[src/rtl/mult_arbiter_if.sv]
// mult_arbiter_if: requester handshakes, response channel and multiplier-side signals of mult_arbiter.
interface mult_arbiter_if #(parameter int M = 8, parameter int N = 16);
    logic         req0_valid, req0_ready, req1_valid, req1_ready;
    logic [M-1:0] req0_a, req0_b, req1_a, req1_b;
    logic         rsp_valid, rsp_ready, rsp_id;
    logic [N-1:0] rsp_p;
    logic         busy, mul_ea, mul_eb;
    logic [M-1:0] mul_dataA, mul_dataB;
    logic [N-1:0] mul_p;
    modport master (
        output req0_valid, req0_a, req0_b, req1_valid, req1_a, req1_b, rsp_ready, mul_p,
        input  req0_ready, req1_ready, rsp_valid, rsp_id, rsp_p, busy,
               mul_ea, mul_eb, mul_dataA, mul_dataB
    );
    modport slave (
        input  req0_valid, req0_a, req0_b, req1_valid, req1_a, req1_b, rsp_ready, mul_p,
        output req0_ready, req1_ready, rsp_valid, rsp_id, rsp_p, busy,
               mul_ea, mul_eb, mul_dataA, mul_dataB
    );
endinterface

[src/rtl/mult_arbiter.sv]
// mult_arbiter: round-robin sharing of one fixed-latency multiplier between two requesters,
// one multiplication in flight, result returned over a valid/ready channel tagged with the id.
module mult_arbiter #(
    parameter int M   = 8,
    parameter int N   = 16,
    parameter int LAT = 4
) (
    input logic           clk,
    input logic           rst_n,
    mult_arbiter_if.slave bus
);
    localparam int CW = $clog2(LAT + 1);
    typedef enum logic [2:0] {IDLE, LOAD, WAIT, CAPT, RESP} state_t;
    state_t        state, state_nx;
    logic [CW-1:0] cnt;
    logic [M-1:0]  opa, opb;
    logic [N-1:0]  p_q;
    logic          id, last, gnt0, gnt1;
    // requester 1 wins when alone, or on contention when requester 0 was granted last
    always_comb begin
        gnt1 = bus.req1_valid && (!bus.req0_valid || !last);
        gnt0 = bus.req0_valid && !gnt1;
    end
    always_comb begin
        state_nx = state;
        case (state)
            IDLE:    state_nx = (gnt0 || gnt1) ? LOAD : IDLE;
            LOAD:    state_nx = WAIT;
            WAIT:    state_nx = (cnt == CW'(LAT - 1)) ? CAPT : WAIT;
            CAPT:    state_nx = RESP;
            RESP:    state_nx = bus.rsp_ready ? IDLE : RESP;
            default: state_nx = IDLE;
        endcase
    end
    always_ff @(posedge clk or negedge rst_n) begin
        if (!rst_n) begin
            state <= IDLE;
            cnt   <= '0;
            opa   <= '0;
            opb   <= '0;
            p_q   <= '0;
            id    <= 1'b0;
            last  <= 1'b1;
        end else begin
            state <= state_nx;
            cnt   <= (state == WAIT) ? cnt + 1'b1 : '0;
            if (state == IDLE && (gnt0 || gnt1)) begin
                opa  <= gnt1 ? bus.req1_a : bus.req0_a;
                opb  <= gnt1 ? bus.req1_b : bus.req0_b;
                id   <= gnt1;
                last <= gnt1;
            end
            if (state == CAPT) p_q <= bus.mul_p;
        end
    end
    // ready is gated by rst_n so it drops with the asynchronous reset, not at the next edge
    assign bus.req0_ready = rst_n && (state == IDLE) && gnt0;
    assign bus.req1_ready = rst_n && (state == IDLE) && gnt1;
    assign bus.rsp_valid  = (state == RESP);
    assign bus.rsp_id     = id;
    assign bus.rsp_p      = p_q;
    assign bus.busy       = (state != IDLE);
    assign bus.mul_ea     = (state == LOAD);
    assign bus.mul_eb     = (state == LOAD);
    assign bus.mul_dataA  = opa;
    assign bus.mul_dataB  = opb;
endmodule

[src/flat_wrapper.sv]
// flat-port wrapper written by rule: the top's interface ports become plain ports
module mult_arbiter_flat 
#(
    parameter int M   = 8,
    parameter int N   = 16,
    parameter int LAT = 4
)
  (clk, rst_n, bus_req0_valid, bus_req0_a, bus_req0_b, bus_req1_valid, bus_req1_a, bus_req1_b, bus_rsp_ready, bus_mul_p, bus_req0_ready, bus_req1_ready, bus_rsp_valid, bus_rsp_id, bus_rsp_p, bus_busy, bus_mul_ea, bus_mul_eb, bus_mul_dataA, bus_mul_dataB);
  mult_arbiter_if #(.M(M), .N(N)) bus_i ();
  input logic clk;
  input logic rst_n;
  input wire logic [$bits(bus_i.req0_valid)-1:0] bus_req0_valid;
  input wire logic [$bits(bus_i.req0_a)-1:0] bus_req0_a;
  input wire logic [$bits(bus_i.req0_b)-1:0] bus_req0_b;
  input wire logic [$bits(bus_i.req1_valid)-1:0] bus_req1_valid;
  input wire logic [$bits(bus_i.req1_a)-1:0] bus_req1_a;
  input wire logic [$bits(bus_i.req1_b)-1:0] bus_req1_b;
  input wire logic [$bits(bus_i.rsp_ready)-1:0] bus_rsp_ready;
  input wire logic [$bits(bus_i.mul_p)-1:0] bus_mul_p;
  output wire logic [$bits(bus_i.req0_ready)-1:0] bus_req0_ready;
  output wire logic [$bits(bus_i.req1_ready)-1:0] bus_req1_ready;
  output wire logic [$bits(bus_i.rsp_valid)-1:0] bus_rsp_valid;
  output wire logic [$bits(bus_i.rsp_id)-1:0] bus_rsp_id;
  output wire logic [$bits(bus_i.rsp_p)-1:0] bus_rsp_p;
  output wire logic [$bits(bus_i.busy)-1:0] bus_busy;
  output wire logic [$bits(bus_i.mul_ea)-1:0] bus_mul_ea;
  output wire logic [$bits(bus_i.mul_eb)-1:0] bus_mul_eb;
  output wire logic [$bits(bus_i.mul_dataA)-1:0] bus_mul_dataA;
  output wire logic [$bits(bus_i.mul_dataB)-1:0] bus_mul_dataB;
  assign bus_i.req0_valid = bus_req0_valid;
  assign bus_i.req0_a = bus_req0_a;
  assign bus_i.req0_b = bus_req0_b;
  assign bus_i.req1_valid = bus_req1_valid;
  assign bus_i.req1_a = bus_req1_a;
  assign bus_i.req1_b = bus_req1_b;
  assign bus_i.rsp_ready = bus_rsp_ready;
  assign bus_i.mul_p = bus_mul_p;
  assign bus_req0_ready = bus_i.req0_ready;
  assign bus_req1_ready = bus_i.req1_ready;
  assign bus_rsp_valid = bus_i.rsp_valid;
  assign bus_rsp_id = bus_i.rsp_id;
  assign bus_rsp_p = bus_i.rsp_p;
  assign bus_busy = bus_i.busy;
  assign bus_mul_ea = bus_i.mul_ea;
  assign bus_mul_eb = bus_i.mul_eb;
  assign bus_mul_dataA = bus_i.mul_dataA;
  assign bus_mul_dataB = bus_i.mul_dataB;
  mult_arbiter #(.M(M), .N(N), .LAT(LAT)) u_core (.clk(clk), .rst_n(rst_n), .bus(bus_i));
endmodule
[config.mk]
export PLATFORM = sky130hd
export DESIGN_NAME = mult_arbiter_flat
export DESIGN_NICKNAME = d
export VERILOG_FILES = /design/src/rtl/mult_arbiter_if.sv /design/src/rtl/mult_arbiter.sv /design/src/flat_wrapper.sv
export SDC_FILE = /design/constraint.sdc
export NUM_CORES = 1
export LEC_CHECK = 0
export ABC_CLOCK_PERIOD_IN_PS = 1590
export CORE_MARGIN = 1.5
export CORE_UTILIZATION = 39
export DETAILED_ROUTE_END_ITERATION = 8
export HOLD_SLACK_MARGIN = 0.03
export PLACE_DENSITY_LB_ADDON = 0.15
export SLEW_MARGIN = 20
export SYNTH_ARGS = -nofsm -noshare
export SYNTH_HDL_FRONTEND = slang
export SYNTH_SLANG_ARGS = --single-unit
export TNS_END_PERCENT = 5
[constraint.sdc]
create_clock -name clk -period 1.59 [get_ports clk]
set_input_delay 0.159 -clock clk [delete_from_list [all_inputs] [get_ports clk]]
set_output_delay 0.159 -clock clk [all_outputs]
set_load 0.01 [all_outputs]
Yosys cells after proc, flatten, opt, wreduce, memory -nomap -nowiden
Index checks and enable logic that the tools add are counted.
Widths: inputs -> output; s select.
{"block": "op_classes", "n_mux": 7, "add_sub_neg": 1, "n_reduce_logical": 13, "eq_ne": 5}
{"operator": "$mux 8", "count": 2}
{"operator": "$pmux 3 s5", "count": 1}
{"operator": "$eq 3x2->1 const B", "count": 3}
{"operator": "$logic_and 1x1->1", "count": 6}
{"operator": "$mux 3", "count": 2}
{"operator": "$add 3x1->3 const B", "count": 1}
{"operator": "$eq 3x1->1 const B", "count": 1}
{"operator": "$eq 3x3->1 const B", "count": 1}
{"operator": "$logic_not 1->1", "count": 3}
{"operator": "$logic_not 3->1", "count": 1}
{"operator": "$reduce_bool 3->1", "count": 1}
{"operator": "$logic_or 1x1->1", "count": 2}
{"operator": "$mux 1", "count": 2}
{"block": "word_totals", "out_inout_bits": 39, "reg_bits": 40, "inputBits": 53, "wordCells": 33}

Longest topological paths before layout
Gate-level depths: netlist (run 1).
{"block": "logic_depth", "word_depth": 8, "depth_mapped": 5, "depth_no_buf": 3}

Worst setup path after synthesis (run 1)
No wires, ideal clock.
{"block": "synth_path", "path_kind": "flip-flop to output port", "startpoint": "register u_core.state[1]", "endpoint": "output port bus_req0_ready", "n_path_buf": 1, "setup_slack_ps": 196, "t_arrival_ps": 1235, "required_ps": 1431, "stages_incl_launch_ff": 5, "path_cell_list": "dfrtp_1 nor3_4 buf_2 nand2_1 nor3_1"}
{"block": "synth_between", "elab_chain_len": 3}
{"item": "from (decl)", "line": "mult_arbiter.sv:14", "text": "state_t state, state_nx;"}
{"item": "from (signal assigned)", "line": "mult_arbiter.sv:45", "text": "state <= state_nx;"}
{"item": "$logic_not 3->1", "line": "mult_arbiter.sv:57", "text": "assign bus.req0_ready = rst_n && (state == IDLE) && gnt0;"}
{"item": "$logic_and 1x1->1 (2 in a row)", "line": "mult_arbiter.sv:57"}
{"item": "to (decl)", "line": "flat_wrapper.sv:20", "text": "output wire logic [$bits(bus_i.req0_ready)-1:0] bus_req0_ready;"}
No other way between the ends.

Worst setup path after layout (run 1)
Same ends and word-level chain as after synthesis.

==> Flow_metrics.wiki, run 1 <==
{| class="wikitable"
! Metric !! Value
|-
| Number of nets in the layout || 291
|-
| Global-route wire length before repair || 7930 µm
|-
| Worst min-delay path startpoint || bus_rsp_ready
|-
| Final cell area excluding filler cells || 2900 µm²
|-
| Arrival time reported for the critical path endpoint || 1.42 ns
|-
| Minimum clock period after layout || 1.58 ns
|-
| Area Overhead vs Synth || 68.6%
|-
| Horiz. Die Dim || 69.5 µm
|-
| Antenna diode count || 0
|-
| Synth Net Count || 185
|-
| Worst IR drop on VDD || 1130 µV
|-
| Die Area || 4830 µm²
|-
| Capturing element type of the critical path || output pin
|-
| Quantity of I/O buffers inserted on ports || 91
|-
| Total Power || 5.56 mW
|-
| Top-level I/O count || 92
|-
| Post-route core utilization || 70.6%
|-
| Leak || 1.23 nW
|-
| Top cells by instance count after synthesis || sky130_fd_sc_hd__dfrtp_1 (39), sky130_fd_sc_hd__a2bb2oi_1 (16), sky130_fd_sc_hd__mux2_2 (16), sky130_fd_sc_hd__o32ai_1 (16), sky130_fd_sc_hd__nor2_1 (6)
|-
| TritonCTS clock tree || built
|-
| Hold slack || 0.439 ns
|-
| Async set-reset flop share out of synthesis || 100%
|-
| Path category of the worst min-delay check || input port to flop
|-
| Count of state elements after synthesis || 40
|-
| Fill count || 314
|-
| Routability congestion estimate from global placement || 0.874
|-
| Max-cap violations || 0
|-
| Clock latency reported for the late side of the worst-skew pair || 0.29 ns
|-
| Drt first-iter violations || 74
|-
| Overall overflow remaining after global route || 0
|-
| Post-synthesis instance total || 130
|-
| Vias in the first global route || 1708
|-
| Placed cell areas || 2720 µm²
|-
| Kind of launch point of the worst setup path || flop
|-
| Critical R2R Launch || u_core.state[1]
|-
| Beginning of the critical path || u_core.state[1]
|-
| Chip Height || 69.5 µm
|-
| GRT Util Overall || 20.7%
|-
| Area used by multi-input combinational logic || 648 µm²
|-
| Pins over their slew limit || 0
|-
| Minimum setup slack after placement || -0.0982 ns
|-
| Tcrit/Tclk final || 99.2%
|-
| Maximum operating frequency || 634 MHz
|-
| Area taken by flip-flops and latches || 1000 µm²
|-
| Fraction of final layout cells with drive strength greater than 1 || 21.9%
|-
| HPWL after detailed placement || 3300 µm
|-
| Run status || complete, no violations
|-
| Sinks on Clock Net || 40
|-
| Number of cells in the design after placement || 271
|-
| Mapped cell area || 1720 µm²
|-
| Class of the most critical setup path || flop to output pin
|-
| Antenna Violating Nets Remaining || 0
|-
| Largest fanout on the critical path || 3
|-
| DRC violations left || 0
|-
| Distinct cell type count after synthesis || 28
|-
| Register area share after synthesis || 58.2%
|-
| Ys Warns || 0
|-
| Initial standard-cell utilization of the core || 41.9%
|-
| Final cell count without fillers || 287
|-
| Root Buffer || sky130_fd_sc_hd__clkbuf_8
|-
| Clk buf depth || 2
|-
| Dominant cell type by area after synthesis || sky130_fd_sc_hd__dfrtp_1
|-
| Initial antenna violation count || 0
|-
| Post-layout worst setup margin || 0.0135 ns
|-
| Vias after detailed routing || 1505
|-
| Worst slew slack as a fraction of its limit || 67.1%
|-
| Number of buffers created by CTS || 5
|-
| Setup repair after global routing missed its margin || true
|-
| Final count of hold timing violations || 0
|-
| Number of levels in the clock H-tree || 2
|-
| P per Cell Area || 1910 nW/µm²
|-
| Top cells by area, synth || sky130_fd_sc_hd__dfrtp_1 (57%), sky130_fd_sc_hd__mux2_2 (10%), sky130_fd_sc_hd__a2bb2oi_1 (8.1%), sky130_fd_sc_hd__o32ai_1 (8.1%), sky130_fd_sc_hd__dfstp_2 (1.5%)
|-
| First-pass DRT Iterations || 4
|-
| Final-report setup violation count || 0
|-
| Post-synth top area share || 56.6%
|-
| TNS Setup || 0 ns
|-
| Cell with the most instances after synthesis || sky130_fd_sc_hd__dfrtp_1
|-
| Core region area || 4120 µm²
|-
| Main synth FF type || sky130_fd_sc_hd__dfrtp_1
|-
| Maximum number of pins on one net before global-route repair || 41
|-
| Routed WL per cell || 16.7 µm
|-
| Number of rows created at floorplan || 23
|-
| Setup Skew || 0.00440 ns
|-
| Tightest Pin Transition || 0.494 ns
|-
| Number of enable-type register cells in the synthesized netlist || 0
|-
| Final WL || 4780 µm
|-
| Clock-pin slew on the worst setup and hold paths || 0.07 ns
|-
| Per-cell via count in the routed design || 5.24
|-
| Syn_area_per_cell || 13.3 µm²
|-
| Required time at the endpoint of the critical path || 1.43 ns
|}
layout make-up:
type	instances	share of cell area, %
Sequential cell	40	34.6
Inverter	4	0.517
Tap cell	50	2.15
Timing Repair Buffer	110	37.4
Multi-Input combinational cell	75	22.3
Clock buffer	8	3.10
layer usage:
metal	global-route usage, %	routed length [µm]
met1	23.2	1820
met2	37.1	2490
met3	5.96	357
met4	7.63	110
met5	0	0
cells in the final DEF, fill, tap and decap left out, drive strengths merged:
cell,n
and2,1
a21o,1
bufbuf,1
nor3,2
nand3b,1
nor2,6
o21a,1
nor3b,1
o32ai,16
mux2,16
ha,2
dfrtp,39
buf,20
inv,3
and3,1
dlygate4sd3,1
clkdlybuf4s15,3
nand2,3
nand2b,1
clkbuf,9
nor2b,1
clkdlybuf4s50,84
a21oi,3
clkinv,1
a2bb2oi,16
a21bo,1
dfstp,1
a31oi,1
o21ai,1
report_power, final:
part,leakage (nW),switching [mW],internal (mW)
Combinational,0.719,1.17,1.89
Clock,0.0455,0.321,0.354
Sequential,0.461,0.296,1.53
worst paths after layout:
check / endpoint / slack (ns) / depth (start not counted)
max: bus_req0_ready / 0.01 / 5
min: u_core.state[2] / 0.44 / 2
max reg2reg: u_core.bus.mul_dataA[0] / 0.12 / 5
min reg2reg: u_core.cnt[0] / 0.45 / 1
max in group asynchronous: u_core.state[1] / 0.71 / 3
min in group asynchronous: u_core.bus.mul_dataB[1] / 0.50 / 3
critical path, stage by stage, from the launching register on:
cell and delay [ns]:
sky130_fd_sc_hd__dfrtp_2 0.43, sky130_fd_sc_hd__nor3_4 0.24, sky130_fd_sc_hd__buf_6 0.13, sky130_fd_sc_hd__nand2_2 0.06, sky130_fd_sc_hd__nor3_2 0.11, sky130_fd_sc_hd__buf_2 0.16
cell families (layout without fill, tap and decap cells):
kind of cell / count (synthesis) / in the layout / synth area share [%]
fa+ha+maj: 2 / 2 / 1.45
buf+inv: 15 / 122 / 4.94
simple gates: 17 / 17 / 5.74
flops: 40 / 40 / 58.2
mux: 16 / 16 / 10.5
compound gates: 40 / 40 / 19.2
registers in the layout (all words and copies together), names as in the netlist:
name,flops
u_core.bus.mul_dataA,8
u_core.bus.mul_dataB,8
u_core.bus.rsp_id,1
u_core.bus.rsp_p,16
u_core.cnt,3
u_core.last,1
u_core.state,3
repair_timing:
item / 4_1_cts / 5_1_grt
setup endpoints to repair: 13 / 4
resized for setup: 16 / 8
pin swaps: 2 / 1
endpoints found under the hold margin: 39 / 0
gates cloned: 1 / 0
buffers inserted: 1 / 5
hold buffers: 1 / 0
No activity file was read; power rests on OpenSTA's default activity.
==> run 2: changes to the inputs <==
- CORE_ASPECT_RATIO: default -> 0.5
- CTS_CLUSTER_SIZE: default -> 20
- SKIP_LAST_GASP: default -> 1
==> Flow_metrics.wiki, run 2 (synthesized netlist as in run 1, its figures left out) <==
{| class="wikitable"
! Metric !! Value
|-
| Count of cells along the worst register-to-register path || 5
|-
| Clock latency reported for the late side of the worst-skew pair || 0.29 ns
|-
| Horiz. Die Dim || 97.0 µm
|-
| Most frequent cells in the layout || sky130_fd_sc_hd__clkdlybuf4s50_1 (86), sky130_fd_sc_hd__dfrtp_1 (39), sky130_fd_sc_hd__o32ai_1 (16), sky130_fd_sc_hd__a2bb2oi_1 (16), sky130_fd_sc_hd__mux2_2 (16)
|-
| Quantity of I/O buffers inserted on ports || 91
|-
| Antenna Violating Nets Remaining || 0
|-
| Die Area || 4850 µm²
|-
| Number of rows created at floorplan || 16
|-
| Required time at the endpoint of the critical path || 1.43 ns
|-
| Most frequent standard cell in the layout excluding fill and tap cells || sky130_fd_sc_hd__clkdlybuf4s50_1
|-
| Final-report setup violation count || 4
|-
| Number of buffers created by CTS || 5
|-
| Worst slew slack as a fraction of its limit || 67.1%
|-
| Run status || finished, violations left
|-
| Critical R2R Launch || u_core.state[1]
|-
| Area taken by flip-flops and latches || 1000 µm²
|-
| Tightest Pin Transition || 0.494 ns
|-
| Final WL || 4180 µm
|-
| Root Buffer || sky130_fd_sc_hd__clkbuf_8
|-
| Kind of launch point of the worst setup path || flop
|-
| Class of the most critical setup path || flop to output pin
|-
| Post-layout worst setup margin || -0.224 ns
|-
| DRC violations left || 0
|-
| P per Cell Area || 1840 nW/µm²
|-
| Core region area || 4060 µm²
|-
| Number of levels in the clock H-tree || 2
|-
| Area used by multi-input combinational logic || 646 µm²
|-
| Worst min-delay path startpoint || u_core.cnt[0]
|-
| Setup slack of the most critical reg-to-reg path || 0.15 ns
|-
| Max reg flops || 16
|-
| Routability congestion estimate from global placement || 0.710
|-
| Maximum number of pins on one net before global-route repair || 41
|-
| Clock-pin slew on the worst setup and hold paths || 0.07 ns
|-
| HPWL after detailed placement || 3060 µm
|-
| Violated checks || negative setup slack
|-
| Minimum clock period after layout || 1.81 ns
|-
| Area Overhead vs Synth || 64.9%
|-
| Setup Skew || 0.00621 ns
|-
| Setup repair after global routing missed its margin || true
|-
| Leak || 1.21 nW
|-
| Number of nets in the layout || 285
|-
| Maximum operating frequency || 551 MHz
|-
| Worst IR drop on VDD || 914 µV
|-
| Top-level I/O count || 92
|-
| Hold Path Cell Cnt || 1
|-
| Chip Height || 50 µm
|-
| Initial standard-cell utilization of the core || 42.4%
|-
| Antenna diode count || 0
|-
| Crit Reg-Reg Endpoint || u_core.bus.mul_dataA[0]
|-
| Routed WL per cell || 14.7 µm
|-
| GRT Util Overall || 18.2%
|-
| Overall overflow remaining after global route || 0
|-
| TNS Setup || -0.607 ns
|-
| Largest fanout on the critical path || 22
|-
| Vias after detailed routing || 1453
|-
| Max-cap violations || 0
|-
| Path category of the worst min-delay check || flop to flop
|-
| Sinks on Clock Net || 40
|-
| Fraction of final layout cells with drive strength greater than 1 || 18.6%
|-
| First-pass DRT Iterations || 4
|-
| TritonCTS clock tree || built
|-
| Endpoint of the worst hold path || u_core.cnt[0]
|-
| Per-cell via count in the routed design || 5.10
|-
| Global-route wire length before repair || 6920 µm
|-
| Fill count || 298
|-
| Clk buf depth || 2
|-
| Final count of hold timing violations || 0
|-
| Tcrit/Tclk final || 114%
|-
| Arrival time reported for the critical path endpoint || 1.66 ns
|-
| Initial antenna violation count || 0
|-
| Hold slack || 0.443 ns
|-
| Vias in the first global route || 1525
|-
| Capturing element type of the critical path || output pin
|-
| Drt first-iter violations || 38
|-
| Pins over their slew limit || 0
|}
-- run 2: cell count changes in the layout (fill, tap and decap cells not counted), sizes merged --
| cell | delta |
|---|---|
| clkinv | +2 |
| bufbuf | -1 |
| clkdlybuf4s50 | +2 |
| buf | -7 |
| clkbuf | -3 |
| clkdlybuf4s15 | -3 |
| dlymetal6s2s | +1 |
| dlygate4sd2 | +3 |
-- run 2: worst max path at each step --
stage | start | endpoint | slack (ns) | cells past startpoint
final | u_core.state[1] | bus_busy | -0.22 | 4
after global routing | u_core.state[1] | bus_busy | -0.31 | 4
after CTS | u_core.state[1] | bus_busy | -0.25 | 4
after detailed placement | bus_req0_valid | bus_req0_ready | -0.21 | 4
after global placement | bus_req0_valid | bus_req0_ready | -0.20 | 4
after floorplan | u_core.state[1] | bus_req0_ready | 0.20 | 4
-- run 2: critical path: stages (launching register included) --
cell	delay, ns
sky130_fd_sc_hd__dfrtp_1	0.42
sky130_fd_sc_hd__nor3_4	0.25
sky130_fd_sc_hd__buf_12	0.18
sky130_fd_sc_hd__inv_1	0.04
sky130_fd_sc_hd__clkdlybuf4s50_1	0.47
-- run 2: layout make-up --
| class | instances | area share, % |
|---|---|---|
| repair buffers | 104 | 35.8 |
| multi-input cells | 75 | 22.7 |
| inverters | 4 | 0.529 |
| clock buffers | 6 | 2.91 |
| well taps | 54 | 2.38 |
| flip-flops and latches | 40 | 35.3 |
| clock inverters | 2 | 0.352 |
-- run 2: metal layers --
metal	share of wire, %	vias up	track usage (%)
li1	-	696	-
met1	43	695	21.1
met2	47	60	30.3
met3	9.5	2	8.23
met4	0.38	0	6.28
met5	0	-	0
-- run 2: stage by stage --
stage | power (mW) | utilization, % | cells | instance area, µm² | setup WS [ns]
after global routing | 5.56 | 69.9 | 285 | 2840 | -0.308
after floorplan | 3.16 | - | 130 | 1720 | 0.196
after global placement | 4.48 | 66.8 | 276 | 2720 | -0.201
final | 5.23 | 69.9 | 285 | 2840 | -0.224
after detailed placement | 4.54 | 66.8 | 276 | 2720 | -0.208
after CTS | 5.28 | 69.7 | 285 | 2830 | -0.252
-- run 2: where the power goes --
part	switching (mW)	internal [mW]	total, mW	leakage (nW)
Sequential	0.278	1.52	1.80	0.462
Clock	0.341	0.346	0.687	0.0510
Combinational	1.07	1.67	2.75	0.693
Total	1.69	3.54	5.23	1.21
-- run 2: repair_timing --
action                                  in CTS  in global routing
setup buffers                                0                  0
pin swaps                                    0                  0
gates resized for setup                      7                  2
hold endpoints to repair                    39                  0
endpoints found under the setup margin       6                  6
hold buffers                                 1                  0
==> run 3: changes to the inputs <==
- HOLD_SLACK_MARGIN: 0.03 -> default
==> results of run 3 <==
The final DEF is identical to that of run 2; final timing and power are the same.
